[src/rtl/rr_mux_arbiter.sv]
// rr_mux_arbiter: round-robin packet arbiter for two streams sharing a 2:1 datapath,
// with a one-deep registered output stage and a beat-count watchdog.
module rr_mux_arbiter #(
    parameter int WIDTH     = 8,
    parameter int MAX_BEATS = 16,
    parameter int CNT_W     = 8
) (
    input  logic             clk,
    input  logic             rst_,
    input  logic             a_valid,
    input  logic [WIDTH-1:0] a_data,
    input  logic             a_last,
    output logic             a_ready,
    input  logic             b_valid,
    input  logic [WIDTH-1:0] b_data,
    input  logic             b_last,
    output logic             b_ready,
    output logic             out_valid,
    output logic [WIDTH-1:0] out_data,
    output logic             out_last,
    input  logic             out_ready,
    output logic             sel_a,
    output logic             err
);
    typedef enum logic [1:0] {IDLE, OWN_A, OWN_B} state_t;

    localparam logic [CNT_W-1:0] WD_LAST = CNT_W'(MAX_BEATS - 1);

    state_t           state, state_d;
    logic             prio_b;
    logic [CNT_W-1:0] beat_cnt;
    logic             accept, acc_last, wd, pkt_end, room;
    logic [WIDTH-1:0] acc_data;

    assign room     = !out_valid || out_ready;
    assign a_ready  = (state == OWN_A) && room;
    assign b_ready  = (state == OWN_B) && room;
    assign accept   = (a_valid && a_ready) || (b_valid && b_ready);
    assign acc_data = sel_a ? a_data : b_data;
    assign acc_last = sel_a ? a_last : b_last;
    // watchdog: the beat that reaches MAX_BEATS without last closes the packet itself
    assign wd       = (MAX_BEATS != 0) && accept && !acc_last && (beat_cnt == WD_LAST);
    assign pkt_end  = accept && (acc_last || wd);

    always_comb begin
        state_d = state;
        if (state == IDLE) begin
            if (a_valid && (!b_valid || !prio_b))
                state_d = OWN_A;
            else if (b_valid)
                state_d = OWN_B;
        end else if (pkt_end) begin
            state_d = IDLE;
        end
    end

    always_ff @(posedge clk or negedge rst_) begin
        if (!rst_) begin
            state     <= IDLE;
            prio_b    <= 1'b0;
            beat_cnt  <= '0;
            out_valid <= 1'b0;
            out_data  <= '0;
            out_last  <= 1'b0;
            sel_a     <= 1'b0;
            err       <= 1'b0;
        end else begin
            state <= state_d;
            err   <= wd;
            if (state_d == OWN_A)
                sel_a <= 1'b1;
            else if (state_d == OWN_B)
                sel_a <= 1'b0;
            if (pkt_end) begin
                prio_b   <= sel_a;
                beat_cnt <= '0;
            end else if (accept) begin
                beat_cnt <= beat_cnt + CNT_W'(1);
            end
            if (accept) begin
                out_valid <= 1'b1;
                out_data  <= acc_data;
                out_last  <= acc_last || wd;
            end else if (out_ready) begin
                out_valid <= 1'b0;
            end
        end
    end
endmodule

[config.mk]
export PLATFORM = sky130hd
export DESIGN_NAME = rr_mux_arbiter
export DESIGN_NICKNAME = d
export VERILOG_FILES = /design/src/rtl/rr_mux_arbiter.sv
export SDC_FILE = /design/constraint.sdc
export NUM_CORES = 1
export LEC_CHECK = 0
export ABC_AREA = 1
export BUFFER_PORTS_ARGS = -buffer_cell sky130_fd_sc_hd__buf_2
export CORE_MARGIN = 5
export CORE_UTILIZATION = 53
export DETAILED_ROUTE_END_ITERATION = 7
export PLACE_DENSITY = 0.86
export SETUP_SLACK_MARGIN = 0.1
export SYNTH_ARGS = -nofsm -noshare
export SYNTH_HDL_FRONTEND = slang
export SYNTH_SLANG_ARGS = --single-unit
[constraint.sdc]
create_clock -name clk -period 5.3 [get_ports clk]
set_input_delay 1.06 -clock clk [delete_from_list [all_inputs] [get_ports clk]]
set_output_delay 1.06 -clock clk [all_outputs]
set_load 0.01 [all_outputs]
Yosys cells after proc, flatten, opt, wreduce, memory -nomap -nowiden
Index checks and enable logic that the tools add are counted.
- flip-flop bits (word level): 23
- input port bits: 23
- output and inout port bits: 14
- word-level logic and storage cells: 46
- add/sub/neg operators: 1
- equal/unequal tests: 5
- multiplexer cells: 12
- reductions and logical operators: 20
- operator list (cell ; number):
    2-to-1 mux 8 bit ; 3
    adder 8 x 1 -> 8 bit, second input constant ; 1
    equality test 8 x 4 -> 1 bit, second input constant ; 1
    logical AND 1 bit ; 8
    2-to-1 mux 2 bit ; 4
    nonzero test 2 bit ; 3
    2-to-1 mux 1 bit ; 5
    equality test 2 x 1 -> 1 bit, second input constant ; 2
    equality test 2 bit, second input constant ; 2
    logical NOT 1 bit ; 4
    logical OR 1 bit ; 4
    logical NOT 2 bit ; 1

Longest topological paths before layout
Gate-level depths: netlist of run 1.
- depth in word-level cells: 14
- mapped depth: 10
- depth with buffers taken out: 9

Least setup slack after synthesis of run 1
Ideal clock, no wire load.
- kind: input to output
- start point: input port out_ready
- end point: output port a_ready
- data arrival time: 1.489 ns
- data required time: 4.240 ns
- path slack: 2.751 ns
- cell stages on the path: 4
- buffers on the path: 0
- cell sequence: inv_1 nand2_1 inv_1 nor3_1
- cells in the longest elaborated chain, start to end: 2
- RTL lines (what ; RTL line ; source):
    start: declaration ; 21 ; input logic out_ready,
    logical OR 1 bit ; 35 ; assign room = !out_valid || out_ready;
    logical AND 1 bit ; 36 ; assign a_ready = (state == OWN_A) && room;
    end: declaration ; 13 ; output logic a_ready,
Every way passes these cells.

Worst setup path after layout of run 1
- start point: input port out_ready
- end point: output port b_ready
- cells in the longest elaborated chain, start to end: 2
- RTL lines (what ; RTL line ; source):
    logical OR 1 bit ; 35 ;
    logical AND 1 bit ; 37 ; assign b_ready = (state == OWN_B) && room;
    end: declaration ; 17 ; output logic b_ready,
Every way passes these cells.

==> summary.txt, run 1 <==
Outcome - completed
Inserted Clock Buffers - 3
Critical path class - input port to output port
GRT Util Overall - 0.171
Die area - 0.00344 mm^2
Row Count - 17
Area Overhead vs Synth - 16.0%
#FFs+latches synth - 23
Commonest non-fill, non-tap cell in the layout - nand2_1
Seq/Total Area, Yosys - 0.459
Placement Cell Area - 0.00143 mm^2
RSZ-0062 raised after global routing - no
Post-CTS Hold Fix Bufs - 0
Yosys cell types - 22
Setup violations, final - 0
Family with the most delay on the worst path - buffers and inverters
Crit-path slowest cell - buf_2
Post-synthesis simple-gate area fraction - 0.314
Worst EP arrival - 1.61 ns
CTS tree - done
Critical Path RT - 4.24 ns
Max VDD drop - 0.323 mV
First-pass GRT wire length - 4.68 mm
Largest family of logic cells by synthesized area - simple AND/OR/NAND/NOR gates
Port bufs - 36
Grt ovf - 0
Post-synth EDFFs - 0
First-pass iteration count of the detailed router - 4
Clk slew on worst S/H paths - 0.12 ns
Initial antenna violation count - 0
Layout cells sized above 1 - 0.273
Worst setup EP type - output port
Warnings from Yosys - 0
Routability Congestion - 0.792
Antenna Violating Nets Remaining - 0
Syn avg cell area - 7.93 um^2
Worst Path Buf+Inv - 4
Max-slew violations - 0
Max-cap violations - 0
PostCTS Resize Cnt - 0
Chip Height - 58.6 um
Startpoint Class - input port
Clk Latency, worst-skew pair - 0.30 ns
CTS Sinks - 23
Min setup slack post-route - 2.63 ns
Max_slew headroom - 0.656
Via density - 4.98
Longest Clk Path Bufs - 2
Routed len/inst - 11.9 um
WL final - 2.63 mm
Syn_nets - 183
Pleak - 0.844 nW
Proportion of synthesized area in mux cells - 0.0808
Core Box Area - 0.00223 mm^2
HP Class - flop to flop
DRC - 0
Fmax - 0.374 GHz
Post-Synth Adder-Cell Area - 0.0200
Compound-cell area share of the yosys netlist - 0.0299
1st-iter DRT viols - 20
Top_reg_cell synth - dfrtp_1
Tcrit/Tclk final - 0.505
Largest stage delay, worst path - 0.16 ns
Total power per unit cell area - 464 mW/mm^2
Tmin final - 2.67 ns
Fin nets - 220
Final design area excluding fillers - 0.00145 mm^2
Final core occ - 0.651
Sum of negative setup slack - 0 ns
Setup Skew - 0.00156 ns
Vias in the first global route - 1,131
H-tree lvl count - 1
Largest net degree at the start of global routing - 24
Root buffer cell - clkbuf_4
Synthesized area - 0.00125 mm^2
Hold Vio Cnt, Final - 0
Starting Density - 0.561
Place WS - 2.57 ns
Die Width - 58.6 um
DR vias - 1,106
Setup repair bufs after CTS - 0
Crit path max fanout - 4
Crit path cell chain - buf_2 > inv_1 > nand2_1 > inv_1 > nor3_1 > buf_2
Antenna cells - 0
Boundary pin count - 37
Detailed Place HPWL - 2.00 mm
Xor and xnor area share after synthesis - 0.0210
Finished Layout Cells - 222
FFs w/ async S/R, synth - 1.00
Most frequent cells in the layout - nand2_1 (65), buf_2 (36), dfrtp_1 (23)
Slew @ Worst Pin - 0.516 ns
# placed instances - 218
Syn Inst Count - 158
## stage by stage
step,hold WS [ns],power [W]
2_1_floorplan,0.436,0.000522
3_3_place_gp,0.459,0.000586
3_5_place_dp,0.457,0.000602
4_1_cts,0.488,0.000680
5_1_grt,0.522,0.000741
6_report,0.486,0.000675
## synth_stat cells (all sizes together), types with 2 or more instances
master  number  share of area
nand2       67           0.20
ha           2          0.020
mux2         9          0.081
o21ai        4          0.016
nor3         2         0.0080
a21oi        2         0.0080
nand3       14          0.056
buf          4          0.033
nor2        11          0.035
xnor2        2          0.014
dfrtp       23           0.46
inv         14          0.042
## routing by layer
layer	wire length, um	share of wire	track usage
met5	0	0	0
met4	12	0.0046	0.0485
met3	172	0.065	0.0351
met2	1320	0.50	0.300
met1	1130	0.43	0.213
## state kept, by name, summed over array words and instances (netlist names)
signal and flops:
beat_cnt 8, out_valid 1, out_data 8, sel_a 1
out_last 1, prio_b 1, err 1, state 2
## kinds of logic (layout without fill, tap and decap cells)
family	count (synthesis)	count (layout)
AND/OR/NAND/NOR	96	96
multiplexers	9	9
AO/OA/AOI/OAI	7	7
adder cells (fa/ha/maj)	2	2
XOR/XNOR	3	3
buffers and inverters	18	54
flip-flops	23	23
## layout make-up
cell class / instances / area, um^2
clock buffer: 4 / 26.3
fill: 185 / 779
inverter: 14 / 52.6
multi-input combinational: 117 / 584
sequential: 23 / 576
tap: 28 / 35.0
timing repair buffer: 36 / 180
## report_power, final
| group | switching (W) | total [W] | internal (W) |
|---|---|---|---|
| clock | 0.0000496 | 0.0000789 | 0.0000293 |
| sequential | 0.0000552 | 0.000292 | 0.000236 |
| combinational | 0.000175 | 0.000304 | 0.000129 |
| total | 0.000280 | 0.000675 | 0.000395 |
## worst paths after layout
check | start | end | slack, ns | cells after the start
worst min register to register | prio_b | prio_b | 0.49 | 2
worst min-delay path | prio_b | prio_b | 0.49 | 2
min in group asynchronous | rst_ | beat_cnt[3] | 0.71 | 1
max in group asynchronous | rst_ | beat_cnt[4] | 4.25 | 1
worst max-delay path | out_ready | b_ready | 2.63 | 6
worst max register to register | beat_cnt[1] | sel_a | 3.20 | 8
## tightest hold or removal path, stage by stage, from the launching register on
cell and delay (ns):
dfrtp_1 0.37, nand2_1 0.05, nand2_1 0.04
(Power assumes the default switching activity.)
==> run 2: changes to the inputs <==
- CORE_UTILIZATION: 53 -> 45
- PLACE_DENSITY: 0.86 -> 0.78
- clock period: 5.3 -> 2.37 ns (I/O delays scaled with it)
==> run 2 against run 1 <==
  * Worst setup slack got worse by 2.2 ns
  * Register-to-register slack got worse by 2.8 ns
  * Non-clock buffer count increased by 2
  * Wire length decreased by 4.1%
  * Core utilization decreased by 11 points
  * Cell count increased by 2.3%
  * First-iteration DRC count increased by 55%
  * Clock skew increased by 0.0028 ns
  * Clock-buffer cell count unchanged
  * Sequential share of layout area decreased by 0.50 points
  * Critical path depth increased by 2
  * Largest power group unchanged
==> summary.txt, run 2 (synthesis results as in run 1) <==
First-pass GRT wire length - 4.42 mm
Crit path max fanout - 5
Layout fillers - 278
Commonest non-fill, non-tap cell in the layout - nand2_1
Outcome - completed
Antenna cells - 0
Routability Congestion - 0.752
Critical Path RT - 2.58 ns
GRT Util Overall - 0.138
Grt ovf - 0
CTS tree - done
Max_slew headroom - 0.675
Pwr Total - 0.00153 W
Startpoint Class - flop
Finished Layout Cells - 227
First-pass iteration count of the detailed router - 4
PostCTS Resize Cnt - 0
Pleak - 0.854 nW
Die area - 0.00394 mm^2
Family with the most delay on the worst path - adder cells
Crit-path slowest cell - dfrtp_1
Root buffer cell - clkbuf_4
Crit path cell chain - ha_1 > nand3_1 > o21ai_1 > nand2_2 > nand2_1 > nand2_1 > ha_1 > mux2_2
Row Count - 19
Port bufs - 36
CTS Sinks - 23
Hold Vio Cnt, Final - 0
Total power per unit cell area - 1040 mW/mm^2
Layout cells sized above 1 - 0.281
Max-cap violations - 0
Worst Path Buf+Inv - 0
Largest net degree at the start of global routing - 24
HP Class - input port to async pin
Max-slew violations - 0
Antenna Violating Nets Remaining - 0
# placed instances - 223
WL final - 2.52 mm
Worst setup EP type - flop
Fin Hold WS - 0.0995 ns
Largest stage delay, worst path - 0.39 ns
Core Box Area - 0.00271 mm^2
Critical path class - flop to flop
DRC - 0
Chip Height - 62.8 um
1st-iter DRT viols - 31
Clk slew on worst S/H paths - 0.12 ns
Worst EP arrival - 2.18 ns
Inserted Clock Buffers - 3
Detailed Place HPWL - 1.92 mm
Fmax - 0.507 GHz
Via density - 4.75
Longest Clk Path Bufs - 2
Initial antenna violation count - 0
Setup repair bufs after CTS - 0
Starting Density - 0.463
Slew @ Worst Pin - 0.487 ns
Sum of negative setup slack - 0 ns
RSZ-0062 raised after global routing - no
Vias in the first global route - 1,004
Clk Latency, worst-skew pair - 0.31 ns
Die Width - 62.8 um
Routed len/inst - 11.1 um
Fin nets - 222
Most frequent cells in the layout - nand2_1 (65), buf_2 (36), dfrtp_1 (23)
Max VDD drop - 0.700 mV
Boundary pin count - 37
Tcrit/Tclk final - 0.832
Setup violations, final - 0
DR vias - 1,079
Biggest regs - beat_cnt (8), out_data (8), state (2)
H-tree lvl count - 1
Setup Skew - 0.00434 ns
Post-CTS Hold Fix Bufs - 0
Area Overhead vs Synth - 17.5%
Tmin final - 1.97 ns
-- run 2: changes by cell type in the layout (fill, tap and decap cells not counted), sizes merged --
cell	previous run	this run
buf	36	38
-- run 2: worst paths after layout --
path / start / end / slack, ns / depth (start not counted)
worst max-delay path: beat_cnt[0] / sel_a / 0.40 / 8
worst max register to register: beat_cnt[0] / sel_a / 0.40 / 8
worst min register to register: out_last / out_last / 0.49 / 2
worst min-delay path: rst_ / beat_cnt[7] / 0.1 / 1
min in group clk: out_ready / out_valid / 0.47 / 4
max in group asynchronous: rst_ / beat_cnt[2] / 1.94 / 1
-- run 2: worst reg2reg max path, stage by stage, from the launching register on --
cell	delay (ns)
dfrtp_1	0.39
ha_1	0.23
nand3_1	0.15
o21ai_1	0.24
nand2_2	0.11
nand2_1	0.07
nand2_1	0.06
ha_1	0.29
mux2_2	0.32
-- run 2: power by group --
group	internal (W)	leakage, nW	switching (W)
registers	0.000530	0.297	0.0000941
logic	0.000307	0.542	0.000424
clock network	0.0000658	0.0150	0.000114
-- run 2: layout make-up --
| cell class | instances | area (um^2) | area share |
|---|---|---|---|
| Timing Repair Buffer | 38 | 195 | 0.133 |
| Multi-Input combinational cell | 117 | 584 | 0.397 |
| Clock buffer | 4 | 26.3 | 0.0178 |
| Tap cell | 31 | 38.8 | 0.0263 |
| Sequential cell | 23 | 576 | 0.391 |
| Inverter | 14 | 52.6 | 0.0357 |
-- run 2: metrics by stage --
stage | worst slack [ns] | utilization | area, um^2
after floorplan | 0.559 | - | 1250
after global placement | 0.487 | 0.534 | 1450
after detailed placement | 0.403 | 0.534 | 1450
after CTS | 0.394 | 0.543 | 1470
after global routing | 0.270 | 0.543 | 1470
final | 0.397 | 0.543 | 1470
-- run 2: per-layer routing --
metal | GRT usage | part of all wire | vias up
met2 | 0.219 | 0.47 | 28
met1 | 0.183 | 0.46 | 474
met3 | 0.0270 | 0.053 | 5
met4 | 0.0557 | 0.018 | 0
met5 | 0 | 0 | -
li1 | - | - | 572
==> run 3: changes to the inputs <==
- CORE_UTILIZATION: 45 -> 50
- PLACE_DENSITY: 0.78 -> 0.82
- clock period: 2.37 -> 1.9 ns (I/O delays scaled with it)
==> run 3 against run 2 <==
  * Fmax is 8.5% higher
  * Die area fell by 8.4%
  * Design area increased by 12%
  * Critical endpoint unchanged
  * Critical path depth is the same
  * First-iteration DRC count grew 42%
  * Largest power group unchanged
  * Cell count up 5.7%
  * Sequential power up 27%
  * Clock skew is 0.00060 ns lower
  * Sequential share of layout area fell by 4.1 points
  * Wire length rose by 23%
==> summary.txt, run 3 (synthesis results as in run 1) <==
Clk slew on worst S/H paths - 0.13 ns
Grt ovf - 0
Setup violations, final - 0
Antenna cells - 0
Sum of negative setup slack - 0 ns
Layout fillers - 179
Final core occ - 0.676
DR vias - 1,208
Max-slew violations - 0
FF/Latch Area - 576 um^2
Worst reg-to-reg path cell count - 8
GRT Util Overall - 0.180
Boundary pin count - 37
Finished Layout Cells - 240
Startpoint Class - flop
Largest net degree at the start of global routing - 24
Tcrit/Tclk final - 0.957
Max_slew headroom - 0.663
Detailed Place HPWL - 2.03 mm
First-pass iteration count of the detailed router - 4
FF-to-FF setup slack - 0.08 ns
Worst EP arrival - 2.02 ns
Initial antenna violation count - 0
Die area - 0.00361 mm^2
H-tree lvl count - 1
DRC - 0
Inserted Clock Buffers - 3
Met2 GRT Util - 0.299
Post-CTS Hold Fix Bufs - 0
Antenna Violating Nets Remaining - 0
Crit path max fanout - 5
Gr busiest metal - met2
First-pass GRT wire length - 4.97 mm
Die Width - 60.1 um
Max VDD drop - 1.06 mV
Pleak - 0.935 nW
Multi-input combinational cell area - 651 um^2
GRT met1 Usage - 0.222
HP Class - input port to async pin
Root buffer cell - clkbuf_4
Worst reg2reg endpoint - sel_a
Setup Skew - 0.00374 ns
Fin nets - 236
Worst setup EP type - flop
R2R Path Start - beat_cnt[1]
Critical path class - flop to flop
Routed len/inst - 12.9 um
Fin Hold WS - 0.0203 ns
Starting Density - 0.515
Placement Cell Area - 0.00146 mm^2
1st-iter DRT viols - 44
Hold Vio Cnt, Final - 0
Port bufs - 36
Outcome - completed
Longest Clk Path Bufs - 2
Critical Path RT - 2.10 ns
Total power per unit cell area - 1320 mW/mm^2
# placed instances - 224
Biggest regs - beat_cnt (8), out_data (8), state (2)
Layout cells sized above 1 - 0.371
Vias in the first global route - 1,190
Routability Congestion - 0.880
Core Box Area - 0.00243 mm^2
Via density - 5.03
Final design area excluding fillers - 0.00164 mm^2
Chip Height - 60.1 um
Commonest non-fill, non-tap cell in the layout - nand2_1
Met3 usage - 0.0410
CTS Sinks - 23
Tmin final - 1.82 ns
Fmax - 0.550 GHz
CTS tree - done
Slew @ Worst Pin - 0.506 ns
Clk Latency, worst-skew pair - 0.30 ns
Most frequent cells in the layout - nand2_1 (62), buf_2 (36), dfrtp_1 (23)
Area Overhead vs Synth - 31.1%
Row Count - 18
RSZ-0062 raised after global routing - yes
Max-cap violations - 0
WL final - 3.10 mm
-- run 3: cell count changes in the layout (fill, tap and decap cells not counted), sizes merged --
cell    delta
clkinv     +1
clkbuf     -1
buf       +14
-- run 3: worst max path at each step --
stage                start     to  depth (start not counted)
2_1_floorplan  beat_cnt[0]  sel_a                          8
5_1_grt        beat_cnt[1]  sel_a                          8
6_report       beat_cnt[1]  sel_a                          8
3_5_place_dp        b_last  sel_a                          7
4_1_cts        beat_cnt[1]  sel_a                          8
3_3_place_gp   beat_cnt[0]  sel_a                          8
-- run 3: report_power, final --
group	total, W	switching, W	internal [W]
clock network	0.000221	0.000142	0.0000784
logic	0.00116	0.000630	0.000530
registers	0.000795	0.000134	0.000660
-- run 3: critical path: stages, from the launching register on --
cell and delay [ns]:
dfrtp_1 0.40, ha_2 0.22, nand3_4 0.10, o21ai_4 0.19
nand2_4 0.10, nand2_2 0.07, nand2_2 0.08, ha_4 0.27
mux2_4 0.28
-- run 3: metrics by stage --
stage	power, W	setup slack (ns)
after detailed placement	0.00172	0.0247
after global routing	0.00236	0.0409
after CTS	0.00202	0.100
after floorplan	0.00146	0.102
after global placement	0.00168	0.158
final	0.00218	0.0819
-- run 3: final cells by class --
type,instances,share of cell area
clock buffers,3,0.0137
well taps,30,0.0228
inverters,14,0.0320
flip-flops and latches,23,0.350
multi-input cells,117,0.396
repair buffers,52,0.183
clock inverters,1,0.00304
-- run 3: per-layer routing --
| layer | wire [um] | vias up |
|---|---|---|
| li1 | - | 602 |
| met1 | 1320 | 562 |
| met2 | 1550 | 40 |
| met3 | 210 | 4 |
| met4 | 21 | 0 |
| met5 | 0 | - |
-- run 3: repair_timing --
action	4_1_cts	5_1_grt
pin swaps	2	5
buffers inserted	5	7
resized for setup	3	11
setup endpoints to repair	1	1
